File: src/rtl/lfsr_period_meter_pkg.sv
// Shared definitions for the LFSR period meter: FSM encoding and sizing helpers.
// Latency: n/a (types and constant functions only).
// Backpressure: n/a.
package lfsr_period_meter_pkg;

  typedef enum logic [1:0] {
    IDLE  = 2'd0,
    ARM   = 2'd1,
    COUNT = 2'd2,
    DONE  = 2'd3
  } meter_state_t;

  // Ceiling log2, usable in constant expressions.
  function automatic int clog2(input int value);
    int result;
    result = 0;
    while ((1 << result) < value) result++;
    return result;
  endfunction

  // Largest step count a measurement may reach before giving up (2^width).
  function automatic int max_cnt(input int width);
    return 1 << width;
  endfunction

endpackage

File: src/rtl/lfsr_period_meter.sv
// Measures the period of an LFSR by counting steps until a captured reference state recurs.
// Latency: done/period/flags update on the edge that samples the deciding step (visible next cycle).
// Backpressure: none; every step_valid in ARM/COUNT is consumed, start always wins and re-arms.
//
// Ports:
//   clk, rst_n   - clock (rising edge), asynchronous active-low reset
//   start        - one-cycle pulse, (re)starts a measurement from any state
//   step_valid   - lfsr_state holds a freshly shifted value this cycle
//   lfsr_state   - LFSR register contents
//   busy         - measurement in progress (ARM or COUNT)
//   done         - result valid, held until the next start
//   period       - measured period, 0 on lockup or timeout
//   maximal      - done and period == 2^DATAWITH - 1
//   lockup       - all-zero state seen during the measurement
//   timeout      - reference state did not recur within 2^DATAWITH steps
module lfsr_period_meter
  import lfsr_period_meter_pkg::*;
#(
  parameter int DATAWITH = 10
) (
  input  logic                clk,
  input  logic                rst_n,
  input  logic                start,
  input  logic                step_valid,
  input  logic [DATAWITH-1:0] lfsr_state,
  output logic                busy,
  output logic                done,
  output logic [DATAWITH:0]   period,
  output logic                maximal,
  output logic                lockup,
  output logic                timeout
);

  // Counter width is exactly what holds 2^DATAWITH, i.e. DATAWITH+1 bits.
  localparam int CNT_W = clog2(max_cnt(DATAWITH) + 1);
  localparam logic [CNT_W-1:0] MAXCNT = CNT_W'(max_cnt(DATAWITH));
  localparam logic [CNT_W-1:0] MAXLEN = CNT_W'(max_cnt(DATAWITH) - 1);

  meter_state_t        state_q, state_d;
  logic [DATAWITH-1:0] ref_q, ref_d;
  logic [CNT_W-1:0]    cnt_q, cnt_d;
  logic [CNT_W-1:0]    period_q, period_d;
  logic                lockup_q, lockup_d;
  logic                timeout_q, timeout_d;
  logic                busy_q, done_q;
  logic [CNT_W-1:0]    cnt_next;

  assign cnt_next = cnt_q + CNT_W'(1);

  always_comb begin
    state_d   = state_q;
    ref_d     = ref_q;
    cnt_d     = cnt_q;
    period_d  = period_q;
    lockup_d  = lockup_q;
    timeout_d = timeout_q;

    if (start) begin
      // Any step arriving with start is dropped; the next step becomes the reference.
      state_d   = ARM;
      period_d  = '0;
      lockup_d  = 1'b0;
      timeout_d = 1'b0;
    end else begin
      case (state_q)
        ARM: begin
          if (step_valid) begin
            ref_d = lfsr_state;
            cnt_d = '0;
            if (lfsr_state == '0) begin
              lockup_d = 1'b1;
              period_d = '0;
              state_d  = DONE;
            end else begin
              state_d = COUNT;
            end
          end
        end
        COUNT: begin
          if (step_valid) begin
            // Order matters: a recurrence on the 2^N-th step is still a valid period.
            if (lfsr_state == ref_q) begin
              period_d = cnt_next;
              state_d  = DONE;
            end else if (lfsr_state == '0) begin
              lockup_d = 1'b1;
              period_d = '0;
              state_d  = DONE;
            end else if (cnt_next == MAXCNT) begin
              timeout_d = 1'b1;
              period_d  = '0;
              state_d   = DONE;
            end else begin
              cnt_d = cnt_next;
            end
          end
        end
        default: ;
      endcase
    end
  end

  always_ff @(posedge clk or negedge rst_n) begin
    if (!rst_n) begin
      state_q   <= IDLE;
      ref_q     <= '0;
      cnt_q     <= '0;
      period_q  <= '0;
      lockup_q  <= 1'b0;
      timeout_q <= 1'b0;
      busy_q    <= 1'b0;
      done_q    <= 1'b0;
    end else begin
      state_q   <= state_d;
      ref_q     <= ref_d;
      cnt_q     <= cnt_d;
      period_q  <= period_d;
      lockup_q  <= lockup_d;
      timeout_q <= timeout_d;
      busy_q    <= (state_d == ARM) || (state_d == COUNT);
      done_q    <= (state_d == DONE);
    end
  end

  assign busy    = busy_q;
  assign done    = done_q;
  assign period  = period_q;
  assign lockup  = lockup_q;
  assign timeout = timeout_q;
  assign maximal = done_q && (period_q == MAXLEN);

endmodule

File: config.mk
export PLATFORM = sky130hd
export DESIGN_NAME = lfsr_period_meter
export DESIGN_NICKNAME = d
export VERILOG_FILES = /design/src/rtl/lfsr_period_meter_pkg.sv /design/src/rtl/lfsr_period_meter.sv
export SDC_FILE = /design/constraint.sdc
export NUM_CORES = 1
export LEC_CHECK = 0
export BUFFER_PORTS_ARGS = -buffer_cell sky130_fd_sc_hd__buf_2
export CAP_MARGIN = 20
export CORE_MARGIN = 2
export CORE_UTILIZATION = 61
export DETAILED_ROUTE_END_ITERATION = 8
export GPL_TIMING_DRIVEN = 0
export PLACE_DENSITY_LB_ADDON = 0.25
export SYNTH_ARGS = -nofsm -noshare
export SYNTH_HDL_FRONTEND = slang
export SYNTH_SLANG_ARGS = --single-unit
File: constraint.sdc
create_clock -name clk -period 6.45 [get_ports clk]
set_clock_uncertainty 0.05 [all_clocks]
set_input_delay 1.29 -clock clk [delete_from_list [all_inputs] [get_ports clk]]
set_output_delay 1.29 -clock clk [all_outputs]
set_load 0.02 [all_outputs]
==> metrics.md <==
| Metric | Value |
|---|---|
| Sink Count | `38` |
| Design Power | `0.636 mW` |
| Initial antenna violation count | `0` |
| First-pass GRT wire length | `7910 um` |
| Die Height | `63.4 um` |
| 1st-pass router iterations | `4` |
| DR vias | `1735` |
| RSZ-0062 raised after global routing | `false` |
| Maximum vdd drop | `247 uV` |
| Final layout net count | `252` |
| Core Rows | `21` |
| Area delta synth->final | `13.0%` |
| Crit path time final | `3.10 ns` |
| FF+latch count, synth | `38` |
| Initial core utilization | `0.640` |
| Post-synth top flop | `dfrtp_1` |
| Top cells by area in the synthesized netlist | `dfrtp_1, mux2_2, a22o_1, xnor2_1, xor2_1` |
| DIE WIDTH | `63.4 um` |
| Slew @ Worst Pin | `0.820 ns` |
| Ratio of cells with drive above 1 in the final layout | `0.260` |
| Worst EP required | `6.64 ns` |
| EDFF count, synth | `0` |
| Fmax | `323 MHz` |
| Crit path kind | `input port to flip-flop` |
| Largest net degree at the start of global routing | `39` |
| CP max-delay cell | `a221oi_2` |
| Cells after synthesis | `198` |
| GRT Util Overall | `0.251` |
| Vias per cell | `6.17` |
| Final WL | `4510 um` |
| Post-CTS Setup Inserts | `0` |
| Sum of buffers and inverters on the critical path | `3` |
| Critical path capture point type | `flip-flop` |
| Cell family with most CP delay | `compound AO/OA/AOI/OAI gates` |
| Unique masters post-synth | `46` |
| Fin crit share | `0.481` |
| Dpl hpwl | `3310 um` |
| Antenna Nets Post-Route | `0` |
| Max cap viols | `0` |
| Initial DRC Count | `115` |
| P_leak | `1.11 nW` |
| GPL Wtd Cong | `0.925` |
| Synth area leader | `dfrtp_1` |
| Yosys warns | `0` |
| Cts hold-fix bufs | `0` |
| Diodes inserted | `0` |
| Pwr dens | `261 mW/mm2` |
| Clk pin slew, worst setup/hold paths | `0.12 ns` |
| Sequence of cells on the critical path | `buf_2 -> xor2_1 -> nor4_1 -> nand4_1 -> o211ai_2 -> buf_6 -> buf_12 -> o22ai_4 -> a221oi_2 -> ha_1` |
| Total grt overflow | `0` |
| Vias in the first global route | `1681` |
| Final WS setup | `3.35 ns` |
| Min-Delay Path Class | `flip-flop to flip-flop` |
| Clock tree from TritonCTS | `done` |
| Root Buffer | `clkbuf_4` |
| Outcome | `finished, final reports clean` |
| Endpoints failing setup | `0` |
| Post_cts resized | `0` |
| Clk Latency, worst-skew pair | `0.34 ns` |
| Syn Area/Cell | `10.9 um2` |
| Syn_nets | `216` |
| Max H-tree Level | `2` |
| CP startpoint kind | `input port` |
| # port buffers | `29` |
| Max incr delay on CP | `0.32 ns` |
| Post-synthesis instance area | `0.00215 mm2` |
| Worst hold slack | `0.468 ns` |
| # IOs | `30` |
| DRC viols | `0` |
| Setup slack at placement | `3.04 ns` |
| Core Box Area | `0.00336 mm2` |
| Worst slew margin | `0.453` |
| Worst Path Max Fanout | `10` |
| Clk buf depth | `2` |
| Sequential-to-total area share from yosys stat | `0.442` |
| Share of the synthesized area in the top cell type | `0.442` |
| Post-synth ARST share | `1.00` |
| Final Hold Viols | `0` |
| WP data arrival | `3.29 ns` |
| Max Slew Vio Count | `0` |
| WL/cell | `16.0 um` |
| Final core occ | `0.724` |
| Setup TNS | `0 ns` |
| Die ar. | `0.00402 mm2` |
| TritonCTS buffer count | `5` |
-- flip-flops by register name (all words and copies together), names as in the netlist --
name     flops
timeout      1
period      11
ref_q       10
state_q      2
cnt_q       11
busy         1
lockup       1
done         1
-- layout by cell type (no fill, tap or decap), drive strengths merged, types with 4 or more instances in the layout --
| cell | netlist | routed |
|---|---|---|
| a22o | 12 | 12 |
| xnor2 | 10 | 10 |
| xor2 | 10 | 10 |
| ha | 4 | 4 |
| o211ai | 8 | 8 |
| nor4 | 8 | 8 |
| nor2 | 5 | 5 |
| dfrtp | 38 | 38 |
| o21ai | 7 | 7 |
| o311a | 5 | 5 |
| buf | 7 | 36 |
| inv | 10 | 10 |
| nand3 | 6 | 6 |
| clkbuf | 9 | 14 |
| nand4 | 6 | 6 |
| mux2 | 11 | 11 |
-- area by class of cell --
cell class	instances	area, um2
fillers	261	930
plain buffers	16	90.1
clock buffers	5	37.5
flip-flops and latches	38	951
repair buffers	29	145
inverters	10	37.5
multi-input cells	134	1070
clock inverters	3	40.0
well taps	46	57.6
-- worst paths after layout --
check	slack, ns	from	to	depth (start not counted)
worst max-delay path	3.35	lfsr_state[7]	busy$_DFF_PN0_	10
worst min-delay path	0.47	timeout$_DFFE_PN0P_	timeout$_DFFE_PN0P_	2
worst max register to register	3.40	cnt_q[7]$_DFFE_PN0P_	busy$_DFF_PN0_	9
worst min register to register	0.47	timeout$_DFFE_PN0P_	timeout$_DFFE_PN0P_	2
max in group asynchronous	4.85	rst_n	ref_q[1]$_DFFE_PN0P_	1
min in group asynchronous	0.98	rst_n	cnt_q[3]$_DFFE_PN0P_	1
-- cells in the mapped netlist, drive strengths merged (2+ instances only) --
library cell	n
mux2	11
inv	10
buf	7
nand3b	2
dfrtp	38
nor4	8
o221ai	2
a21oi	2
o311ai	3
or4	2
nor2	5
clkbuf	9
xnor2	10
nand3	6
or3	3
xor2	10
o21ai	7
and3	2
ha	4
o311a	5
a311o	3
nand2	3
o211ai	8
a211o	2
nand4	6
a31oi	2
a22o	12
-- stage by stage --
| stage | instance area, um2 | cells |
|---|---|---|
| floorplan | 2150 | 198 |
| global placement | 2360 | 273 |
| detailed placement | 2360 | 273 |
| CTS | 2430 | 281 |
| global route | 2430 | 281 |
| finish | 2430 | 281 |
-- tightest hold or removal path, stage by stage (launching register included) --
cell	delay, ns
dfrtp_1	0.37
a31oi_1	0.05
nor2_1	0.07
-- report_power, final --
| part | internal [mW] | switching [mW] |
|---|---|---|
| Sequential | 0.281 | 0.0324 |
| Clock | 0.0804 | 0.0825 |
| Combinational | 0.0742 | 0.0853 |
| Total | 0.436 | 0.200 |
-- cell families (layout without fill, tap and decap cells) --
| group | Yosys count | in the layout | synth area share |
|---|---|---|---|
| AO/OA/AOI/OAI | 52 | 52 | 0.202 |
| AND/OR/NAND/NOR | 46 | 46 | 0.131 |
| flip-flops | 38 | 38 | 0.442 |
| buffers and inverters | 26 | 63 | 0.0593 |
| XOR/XNOR | 20 | 20 | 0.0813 |
| multiplexers | 12 | 12 | 0.0622 |
| adder cells (fa/ha/maj) | 4 | 4 | 0.0232 |
-- layer usage --
layer  GRT usage  wire length, um  up-vias  share of wire
li1            -                -      826              -
met1       0.328             2050      850           0.46
met2       0.426             2220       52           0.49
met3      0.0482              187        7          0.041
met4      0.0679               52        0          0.012
met5           0                0        -              0
No activity file was read; power rests on OpenSTA's default activity.
